`src/rtl/bfloat_pkg.sv`:
```
// Shared types for the bfloat16 dot-product sequencer: element type,
// zero constant, FSM state encoding and the signed-zero test.
package bfloat_pkg;

    typedef logic [15:0] bf16_t;

    localparam bf16_t BF16_ZERO = 16'h0000;

    typedef enum logic [2:0] {
        ST_IDLE  = 3'd0,
        ST_CLEAR = 3'd1,
        ST_ISSUE = 3'd2,
        ST_DRAIN = 3'd3,
        ST_DONE  = 3'd4
    } state_e;

    // True for both +0 and -0; the sign bit is ignored
    function automatic logic is_bf16_zero(input bf16_t v);
        return (v[14:0] == 15'd0);
    endfunction

endpackage

```
`src/rtl/bfloat_dot_seq_if.sv`:
```
// Host + MAC signal bundle for bfloat_dot_seq.
// master: host / MAC side (drives writes, start, mac_result)
// slave : the sequencer itself
interface bfloat_dot_seq_if import bfloat_pkg::*; #(
    parameter int DEPTH = 16
) ();
    localparam int AW = $clog2(DEPTH);

    logic          wr_en;
    logic          wr_sel;
    logic [AW-1:0] wr_addr;
    bf16_t         wr_data;
    logic [AW:0]   len;
    logic          start;
    logic          busy;
    logic          done;
    logic          err;
    bf16_t         result;
    bf16_t         mac_a;
    bf16_t         mac_b;
    logic          mac_valid;
    logic          mac_clr;
    logic          mac_cntl;
    bf16_t         mac_result;

    modport master (
        output wr_en, wr_sel, wr_addr, wr_data, len, start, mac_result,
        input  busy, done, err, result, mac_a, mac_b, mac_valid, mac_clr, mac_cntl
    );

    modport slave (
        input  wr_en, wr_sel, wr_addr, wr_data, len, start, mac_result,
        output busy, done, err, result, mac_a, mac_b, mac_valid, mac_clr, mac_cntl
    );
endinterface

```
`src/rtl/bfloat_opbuf.sv`:
```
// Operand buffer: two DEPTH x 16 register arrays (vector A and B) with one
// write port and one combinational read port returning A[idx] and B[idx].
module bfloat_opbuf import bfloat_pkg::*; #(
    parameter  int DEPTH = 16,
    localparam int AW    = $clog2(DEPTH)
) (
    input  logic          clk,
    input  logic          wr_en,
    input  logic          wr_sel,
    input  logic [AW-1:0] wr_addr,
    input  bf16_t         wr_data,
    input  logic [AW-1:0] rd_idx,
    output bf16_t         rd_a,
    output bf16_t         rd_b
);
    bf16_t mem_a [DEPTH];
    bf16_t mem_b [DEPTH];

    // Host write port; contents are intentionally not cleared by reset
    always_ff @(posedge clk) begin
        if (wr_en) begin
            if (wr_sel) mem_b[wr_addr] <= wr_data;
            else        mem_a[wr_addr] <= wr_data;
        end
    end

    assign rd_a = mem_a[rd_idx];
    assign rd_b = mem_b[rd_idx];
endmodule

```
`src/rtl/bfloat_dot_seq.sv`:
```
// bfloat_dot_seq: buffers two bfloat16 vectors, clears the MAC, streams the
// element pairs into it, waits out the MAC latency and captures the sum.
// Optional build macro BFLOAT_DOT_ZSKIP_EN: pairs with a +/-0 operand are
// not presented to the MAC (mac_valid low) while the cycle timing is kept.
module bfloat_dot_seq import bfloat_pkg::*; #(
    parameter  int DEPTH   = 16,
    parameter  int MAC_LAT = 3,
    localparam int AW      = $clog2(DEPTH)
) (
    input logic           clk,
    input logic           rst,
    bfloat_dot_seq_if.slave bus
);
    localparam int CW = (MAC_LAT > 1) ? $clog2(MAC_LAT) : 1;

    state_e        state;
    logic [AW-1:0] idx;
    logic [AW:0]   len_q;
    logic [CW-1:0] cnt;
    logic          done_r;
    logic          err_r;
    bf16_t         result_r;
    bf16_t         rd_a;
    bf16_t         rd_b;
    logic          pair_ok;
    logic          len_ok;

    assign len_ok = (bus.len != '0) && (bus.len <= (AW+1)'(DEPTH));

    bfloat_opbuf #(.DEPTH(DEPTH)) u_opbuf (
        .clk     (clk),
        .wr_en   (bus.wr_en && (state == ST_IDLE)),
        .wr_sel  (bus.wr_sel),
        .wr_addr (bus.wr_addr),
        .wr_data (bus.wr_data),
        .rd_idx  (idx),
        .rd_a    (rd_a),
        .rd_b    (rd_b)
    );

    // Sequencer FSM; result is captured on the edge that enters DONE so it is
    // valid during the done pulse
    always_ff @(posedge clk) begin
        if (rst) begin
            state    <= ST_IDLE;
            idx      <= '0;
            len_q    <= '0;
            cnt      <= '0;
            done_r   <= 1'b0;
            err_r    <= 1'b0;
            result_r <= BF16_ZERO;
        end else begin
            done_r <= 1'b0;
            err_r  <= 1'b0;
            case (state)
                ST_IDLE: begin
                    if (bus.start) begin
                        if (len_ok) begin
                            len_q <= bus.len;
                            idx   <= '0;
                            state <= ST_CLEAR;
                        end else begin
                            err_r <= 1'b1;
                        end
                    end
                end
                ST_CLEAR: state <= ST_ISSUE;
                ST_ISSUE: begin
                    if ({1'b0, idx} == len_q - 1'b1) begin
                        cnt   <= CW'(MAC_LAT - 1);
                        state <= ST_DRAIN;
                    end else begin
                        idx <= idx + 1'b1;
                    end
                end
                ST_DRAIN: begin
                    if (cnt == '0) begin
                        result_r <= bus.mac_result;
                        done_r   <= 1'b1;
                        state    <= ST_DONE;
                    end else begin
                        cnt <= cnt - 1'b1;
                    end
                end
                ST_DONE: state <= ST_IDLE;
                default: state <= ST_IDLE;
            endcase
        end
    end

    // Decide whether the current ISSUE pair is presented to the MAC
    always_comb begin
        pair_ok = (state == ST_ISSUE);
`ifdef BFLOAT_DOT_ZSKIP_EN
        if (is_bf16_zero(rd_a) || is_bf16_zero(rd_b)) pair_ok = 1'b0;
`else
`endif
    end

    assign bus.busy      = (state != ST_IDLE);
    assign bus.done      = done_r;
    assign bus.err       = err_r;
    assign bus.result    = result_r;
    assign bus.mac_valid = pair_ok;
    assign bus.mac_clr   = (state == ST_CLEAR);
    assign bus.mac_cntl  = 1'b0;
    assign bus.mac_a     = pair_ok ? rd_a : BF16_ZERO;
    assign bus.mac_b     = pair_ok ? rd_b : BF16_ZERO;
endmodule

```
`src/flat_wrapper.sv`:
```
// flat-port wrapper written by rule: the top's interface ports become plain ports
module bfloat_dot_seq_flat import bfloat_pkg::*;
#(
    parameter  int DEPTH   = 16,
    parameter  int MAC_LAT = 3,
    localparam int AW      = $clog2(DEPTH)
)
  (clk, rst, bus_wr_en, bus_wr_sel, bus_wr_addr, bus_wr_data, bus_len, bus_start, bus_mac_result, bus_busy, bus_done, bus_err, bus_result, bus_mac_a, bus_mac_b, bus_mac_valid, bus_mac_clr, bus_mac_cntl);
  bfloat_dot_seq_if #(.DEPTH(DEPTH)) bus_i ();
  input logic clk;
  input logic rst;
  input wire logic [$bits(bus_i.wr_en)-1:0] bus_wr_en;
  input wire logic [$bits(bus_i.wr_sel)-1:0] bus_wr_sel;
  input wire logic [$bits(bus_i.wr_addr)-1:0] bus_wr_addr;
  input wire logic [$bits(bus_i.wr_data)-1:0] bus_wr_data;
  input wire logic [$bits(bus_i.len)-1:0] bus_len;
  input wire logic [$bits(bus_i.start)-1:0] bus_start;
  input wire logic [$bits(bus_i.mac_result)-1:0] bus_mac_result;
  output wire logic [$bits(bus_i.busy)-1:0] bus_busy;
  output wire logic [$bits(bus_i.done)-1:0] bus_done;
  output wire logic [$bits(bus_i.err)-1:0] bus_err;
  output wire logic [$bits(bus_i.result)-1:0] bus_result;
  output wire logic [$bits(bus_i.mac_a)-1:0] bus_mac_a;
  output wire logic [$bits(bus_i.mac_b)-1:0] bus_mac_b;
  output wire logic [$bits(bus_i.mac_valid)-1:0] bus_mac_valid;
  output wire logic [$bits(bus_i.mac_clr)-1:0] bus_mac_clr;
  output wire logic [$bits(bus_i.mac_cntl)-1:0] bus_mac_cntl;
  assign bus_i.wr_en = bus_wr_en;
  assign bus_i.wr_sel = bus_wr_sel;
  assign bus_i.wr_addr = bus_wr_addr;
  assign bus_i.wr_data = bus_wr_data;
  assign bus_i.len = bus_len;
  assign bus_i.start = bus_start;
  assign bus_i.mac_result = bus_mac_result;
  assign bus_busy = bus_i.busy;
  assign bus_done = bus_i.done;
  assign bus_err = bus_i.err;
  assign bus_result = bus_i.result;
  assign bus_mac_a = bus_i.mac_a;
  assign bus_mac_b = bus_i.mac_b;
  assign bus_mac_valid = bus_i.mac_valid;
  assign bus_mac_clr = bus_i.mac_clr;
  assign bus_mac_cntl = bus_i.mac_cntl;
  bfloat_dot_seq #(.DEPTH(DEPTH), .MAC_LAT(MAC_LAT)) u_core (.clk(clk), .rst(rst), .bus(bus_i));
endmodule
```
`config.mk`:
```
export PLATFORM = sky130hd
export DESIGN_NAME = bfloat_dot_seq_flat
export DESIGN_NICKNAME = d
export VERILOG_FILES = /design/src/rtl/bfloat_pkg.sv /design/src/rtl/bfloat_dot_seq_if.sv /design/src/rtl/bfloat_opbuf.sv /design/src/rtl/bfloat_dot_seq.sv /design/src/flat_wrapper.sv
export SDC_FILE = /design/constraint.sdc
export NUM_CORES = 1
export LEC_CHECK = 0
export CAP_MARGIN = 25
export CORE_MARGIN = 5
export CORE_UTILIZATION = 35
export DETAILED_ROUTE_END_ITERATION = 10
export PLACE_DENSITY = 0.5
export SYNTH_ARGS = -nofsm -noshare
export SYNTH_HDL_FRONTEND = slang
export SYNTH_SLANG_ARGS = --single-unit
```
`constraint.sdc`:
```
create_clock -name clk -period 2.85 [get_ports clk]
set_input_delay 0.57 -clock clk [delete_from_list [all_inputs] [get_ports clk]]
set_output_delay 0.57 -clock clk [all_outputs]
set_load 0.02 [all_outputs]
```
* Word-level counts from Yosys, hierarchy flattened
Memory sizes are Yosys's and may differ from the RTL's. A register that Yosys moved wholly into a read port is not among the register bits.
Index checks and enable logic that the tools add are counted.
** Storage, ports and cells
- Register bits :: 32
- Bits in writable memories :: 512
- Input port bits :: 46
- Logic and storage cells :: 67
- Memories kept :: 2
** Operators by class
- Add/sub/neg operators :: 3
- $lt $le $gt $ge :: 1
- Eq/ne operators :: 10
- Muxes and demuxes :: 26
- Bitwise operators :: 3
- Reduce and logical (&&, ||, !) cells :: 15
** Memory list
- u_core.u_opbuf.mem_a :: depth 16, bits a word 16, rd ports 1, clocked after Yosys merged registers in 1, write ports 1, line bfloat_opbuf.sv:16 : bf16_t mem_a [DEPTH];
- u_core.u_opbuf.mem_b :: depth 16, bits a word 16, rd ports 1, clocked after Yosys merged registers in 1, write ports 1, line bfloat_opbuf.sv:17 : bf16_t mem_b [DEPTH];
** Operator list (count)
- $mux W16 :: 2
- $mux W4 :: 7
- $mux W3 :: 4
- $pmux W3 S4 :: 1
- $mux W1 :: 8
- $ne A2 B2 Y1 const B :: 4
- $pmux W4 S2 :: 1
- $reduce_and A4 Y1 :: 2
- $eq A3 B2 Y1 const B :: 2
- $reduce_and A3 Y1 :: 2
- $eq A4 B5 Y1 :: 1
- $le A5 B5 Y1 const B :: 1
- $reduce_bool A5 Y1 :: 1
- $sub A5 B1 Y5 const B :: 1
- $add A4 B1 Y4 const B :: 1
- $mux W2 :: 2
- $ne A2 B1 Y1 const B :: 2
- $pmux W2 S2 :: 1
- $reduce_bool A2 Y1 :: 2
- $eq A3 B1 Y1 const B :: 1
- $logic_not A3 Y1 :: 1
- $not A1 Y1 :: 3
- $reduce_bool A3 Y1 :: 1
- $reduce_or A3 Y1 :: 1
- other kinds (5) :: 6

* Longest topological paths before layout
- Depth in word-level cells :: 7
- Gate-level depth with buffers :: 7

* Hierarchy
A second synthesis with hierarchy kept.
** Unflattened totals
- Cells, all modules :: 1041
- Area total of the unflattened synthesis :: 20950.1 sq um
** Modules (own cells, without submodules)
- bfloat_opbuf :: times used 1, cells each 836, area each 19329.8 sq um, seq. area each 15374.7 sq um
- bfloat_dot_seq :: times used 1, cells each 205, area each 1620.3 sq um, seq. area each 640.6 sq um

* Worst setup path before layout
Ideal clock, no wire load.
- Path kind :: input port to flip-flop
- Start :: input port bus_wr_sel
- End :: memory u_core.u_opbuf.mem_a[3][0] in the netlist's numbering (enable)
- Setup time :: 409 ps
- Arrival time :: 2175 ps
- Required time :: 2441 ps
- Path slack :: 266 ps
- Cell stages on the path :: 3
- Path buffers :: 0
- Cells stage by stage :: and4bb_2 nand3_1 nor3_1
** Between the ends
- Longest elaborated chain between the ends :: 3
** Ends and longest elaborated chain
- start: declaration :: line flat_wrapper.sv:13 : input wire logic [$bits(bus_i.wr_sel)-1:0] bus_wr_sel;
- $mux W1 :: line bfloat_opbuf.sv:22 : if (wr_sel) mem_b[wr_addr] <= wr_data;
- $mux W1 :: line bfloat_opbuf.sv:21 : if (wr_en) begin
- $mux W1 (implied by the code) :: line bfloat_opbuf.sv:23 : else mem_a[wr_addr] <= wr_data;
- end: declaration :: line bfloat_opbuf.sv:16
No other way between the ends.

==> summary.txt <==
Drt
  – Drt pass-1 iters: 4
  – Initial drt markers: 1082
  – Post-DR vias/cell: 5.18
  – Wire length reported by the detailed router: 52.9 mm
  – Vias: 10493
  – Antenna violation net count after detailed routing: 0
  – Count of unresolved DRC violations after routing: 0
  – Routed len/inst: 26.1 µm

Die
  – Die Height: 256 µm
  – Core area: 60100 µm²
  – Starting Density: 35.2%
  – Die width: 256 µm
  – Num ports: 100
  – Overall die area: 65500 µm²
  – Total number of placement rows: 90

Timing
  – Worst-case hold slack: 453 ps
  – Total Neg Setup Slack: -13350 ps
  – Max frequency: 302 MHz
  – Tcrit/Tclk final: 116%
  – Slew Limit Fails: 0
  – Final critical path time including I/O delays and setup: 3310 ps
  – Hold violation count in the final report: 0
  – Unrepaired setup endpoints after global routing: yes
  – Normalized max-slew margin: 60.8%
  – Actual transition at the worst max-transition pin: 588 ps
  – Final-report setup violation count: 32
  – Worst Skew: 10.9 ps
  – PnR worst setup slack: -465 ps

Cells and area
  – Share of cells above drive strength 1: 37.2%
  – Area growth from synthesis to final layout: 25.9%
  – Utilization of the core after routing: 44.3%
  – Most used cells in the layout excluding fill and tap cells: edfxtp_1, mux4_2, clkdlybuf4s50_1
  – Most common library cell in the layout ignoring fill and taps: edfxtp_1
  – Number of nets in the layout: 1248

Yosys
  – Post-Syn Area: 21200 µm²
  – Syn_area_per_cell: 21.7 µm²
  – Number of distinct library cell variants in the gate-level netlist after synthesis: 43
  – Number of register bits inferred by synthesis: 548
  – Most common flop cell mapped by yosys: edfxtp_1
  – Asr flop ratio synth: 0%
  – Sequential area share after synthesis: 76.1%
  – Syn Inst Count: 975
  – Number of enable flip-flop cells after synthesis: 512
  – Number of warnings issued by yosys: 0
  – Synthesized net count: 1024

Placement
  – Final GP Congestion: 0.728
  – Port Buffers: 98
  – Post-detailed-placement half-perimeter wirelength: 29.8 mm

Power and ir drop
  – Sequential power share: 49.2%
  – Worst IR drop on VDD: 0.447 mV
  – Internal power component: 14.1 mW
  – Total power density per cell area: 681 nW/µm²
  – Net Sw Power: 4.05 mW
  – Portion of total power attributed to the clock network: 39.5%
  – Lkg Pwr: 8.37 nW
  – Share of total power consumed by net switching: 22.3%
  – Share of total power in combinational logic: 11.3%

Global route
  – Largest net degree at the start of global routing: 33
  – Global-route congestion overflow total: 0
  – Initial antenna violation count: 1
  – Via count of the first global-routing pass: 10947
  – Wire length of the first global-routing pass: 77.2 mm
  – Global routing usage summed across all routing layers: 16.0%

Worst hold path
  – Worst hold-check path type: reg -> reg

Outcome
  – Failing checks: setup timing
  – Result of the run: complete, but fails checks

Critical path
  – Data required time at the worst endpoint: 2280 ps
  – Critical path launch point type: register
  – CP max FO: 8
  – Critical path arrival: 2740 ps
  – Worst Setup End Kind: output pin
  – Crit Path Category: reg -> out

Clocking
  – Clock Tree Root: clkbuf_16
  – Clock tree from TritonCTS: built
  – Inserted Clock Buffers: 57
  – Number of clock sinks: 548
  – CTS Hold Buffers Added: 0
  – Clock transition at the registers of the reported paths: 60 ps
  – Number of H-tree branching levels: 2
  – Longest Clk Path Bufs: 3
  – Skew-Pair Late Insertion Delay: 610 ps

Run
  – Max-cap violations: 0
==> flip-flops by register name, summed over array words and instances (netlist names), named ones only <==
signal and cells:
u_core.u_opbuf.mem_a 256, u_core.u_opbuf.mem_b 256, u_core.bus.result 16, u_core.len_q 5, u_core.idx 4, u_core.state 3
u_core.cnt 2, u_core.bus.done 1, u_core.bus.err 1
==> worst max-delay path, cell delays in order (launching register included) <==
cell and delay [ps]:
dfxtp_4 390, buf_12 140, buf_12 150, buf_12 150
mux4_2 510, mux4_2 480, and2_4 170, buf_6 120
==> repair_timing <==
action | 4_1_cts | 5_1_grt
cloned | 7 | 1
setup endpoints to repair | 33 | 32
setup buffers | 13 | 5
gates resized for setup | 238 | 14
pin swaps | 13 | 4
==> cell families after synthesis <==
family | after synthesis | share of synthesized area [%]
flops | 548 | 76.1
mux | 170 | 17.5
simple gates | 154 | 3.68
buf+inv | 59 | 1.33
compound gates | 34 | 0.929
xor+xnor | 6 | 0.248
fa+ha+maj | 3 | 0.177
other cells | 1 | 0.0177
==> power groups by stage <==
stage	Clock [mW]	Combinational, mW	Sequential (mW)
floorplan	0	0.984	9.10
global placement	0	1.78	9.10
detailed placement	0	1.79	9.11
CTS	7.37	2.11	8.93
global route	7.71	2.19	8.94
finish	7.17	2.05	8.93
==> path summary, 6_finish.rpt <==
kind | endpoint | cells past startpoint | from | slack, ps
setup / recovery | bus_mac_a[12] | 7 | register | -460
hold / removal | u_core.bus.result[10] | 2 | u_core.bus.result[10] | 450
setup reg to reg | register | 7 | u_core.len_q[0] | 620
hold reg to reg | u_core.bus.result[10] | 2 | u_core.bus.result[10] | 450
==> layout make-up <==
class / instances / area (µm²)
sequential: 548 / 16100
antenna: 1 / 2.50
tap: 782 / 978
clock inverter: 34 / 298
clock buffer: 69 / 1490
timing repair buffer: 216 / 2780
multi-input combinational: 368 / 4960
fill: 5149 / 33500
inverter: 8 / 30.0
==> routing by layer <==
layer / wire length, µm / global-route usage (%)
met3: 2340 / 2.76
met4: 787 / 3.43
met5: 0 / 0
met2: 25600 / 25.7
met1: 24100 / 23.2
==> cell usage after synthesis, types with 9 or more instances <==
| master | instances | area (µm²) |
|---|---|---|
| dfxtp_1 | 36 | 721 |
| nor2_1 | 37 | 139 |
| clkbuf_1 | 25 | 93.8 |
| a21oi_1 | 20 | 100 |
| edfxtp_1 | 512 | 15400 |
| buf_1 | 9 | 33.8 |
| nor3_1 | 12 | 60.1 |
| nand2_1 | 40 | 150 |
| buf_4 | 13 | 97.6 |
| and2_1 | 32 | 200 |
| mux4_2 | 160 | 3600 |
==> stage by stage <==
step / total power [mW] / area, µm² / cells / worst slack, ps
after floorplan: 10.1 / 21200 / 975 / 266
after global routing: 18.8 / 26600 / 2025 / -556
after detailed placement: 10.9 / 24400 / 1903 / -228
after global placement: 10.9 / 24400 / 1903 / -224
after CTS: 18.4 / 26700 / 2026 / -554
final: 18.2 / 26600 / 2026 / -465
No activity file was read; power rests on OpenSTA's default activity.
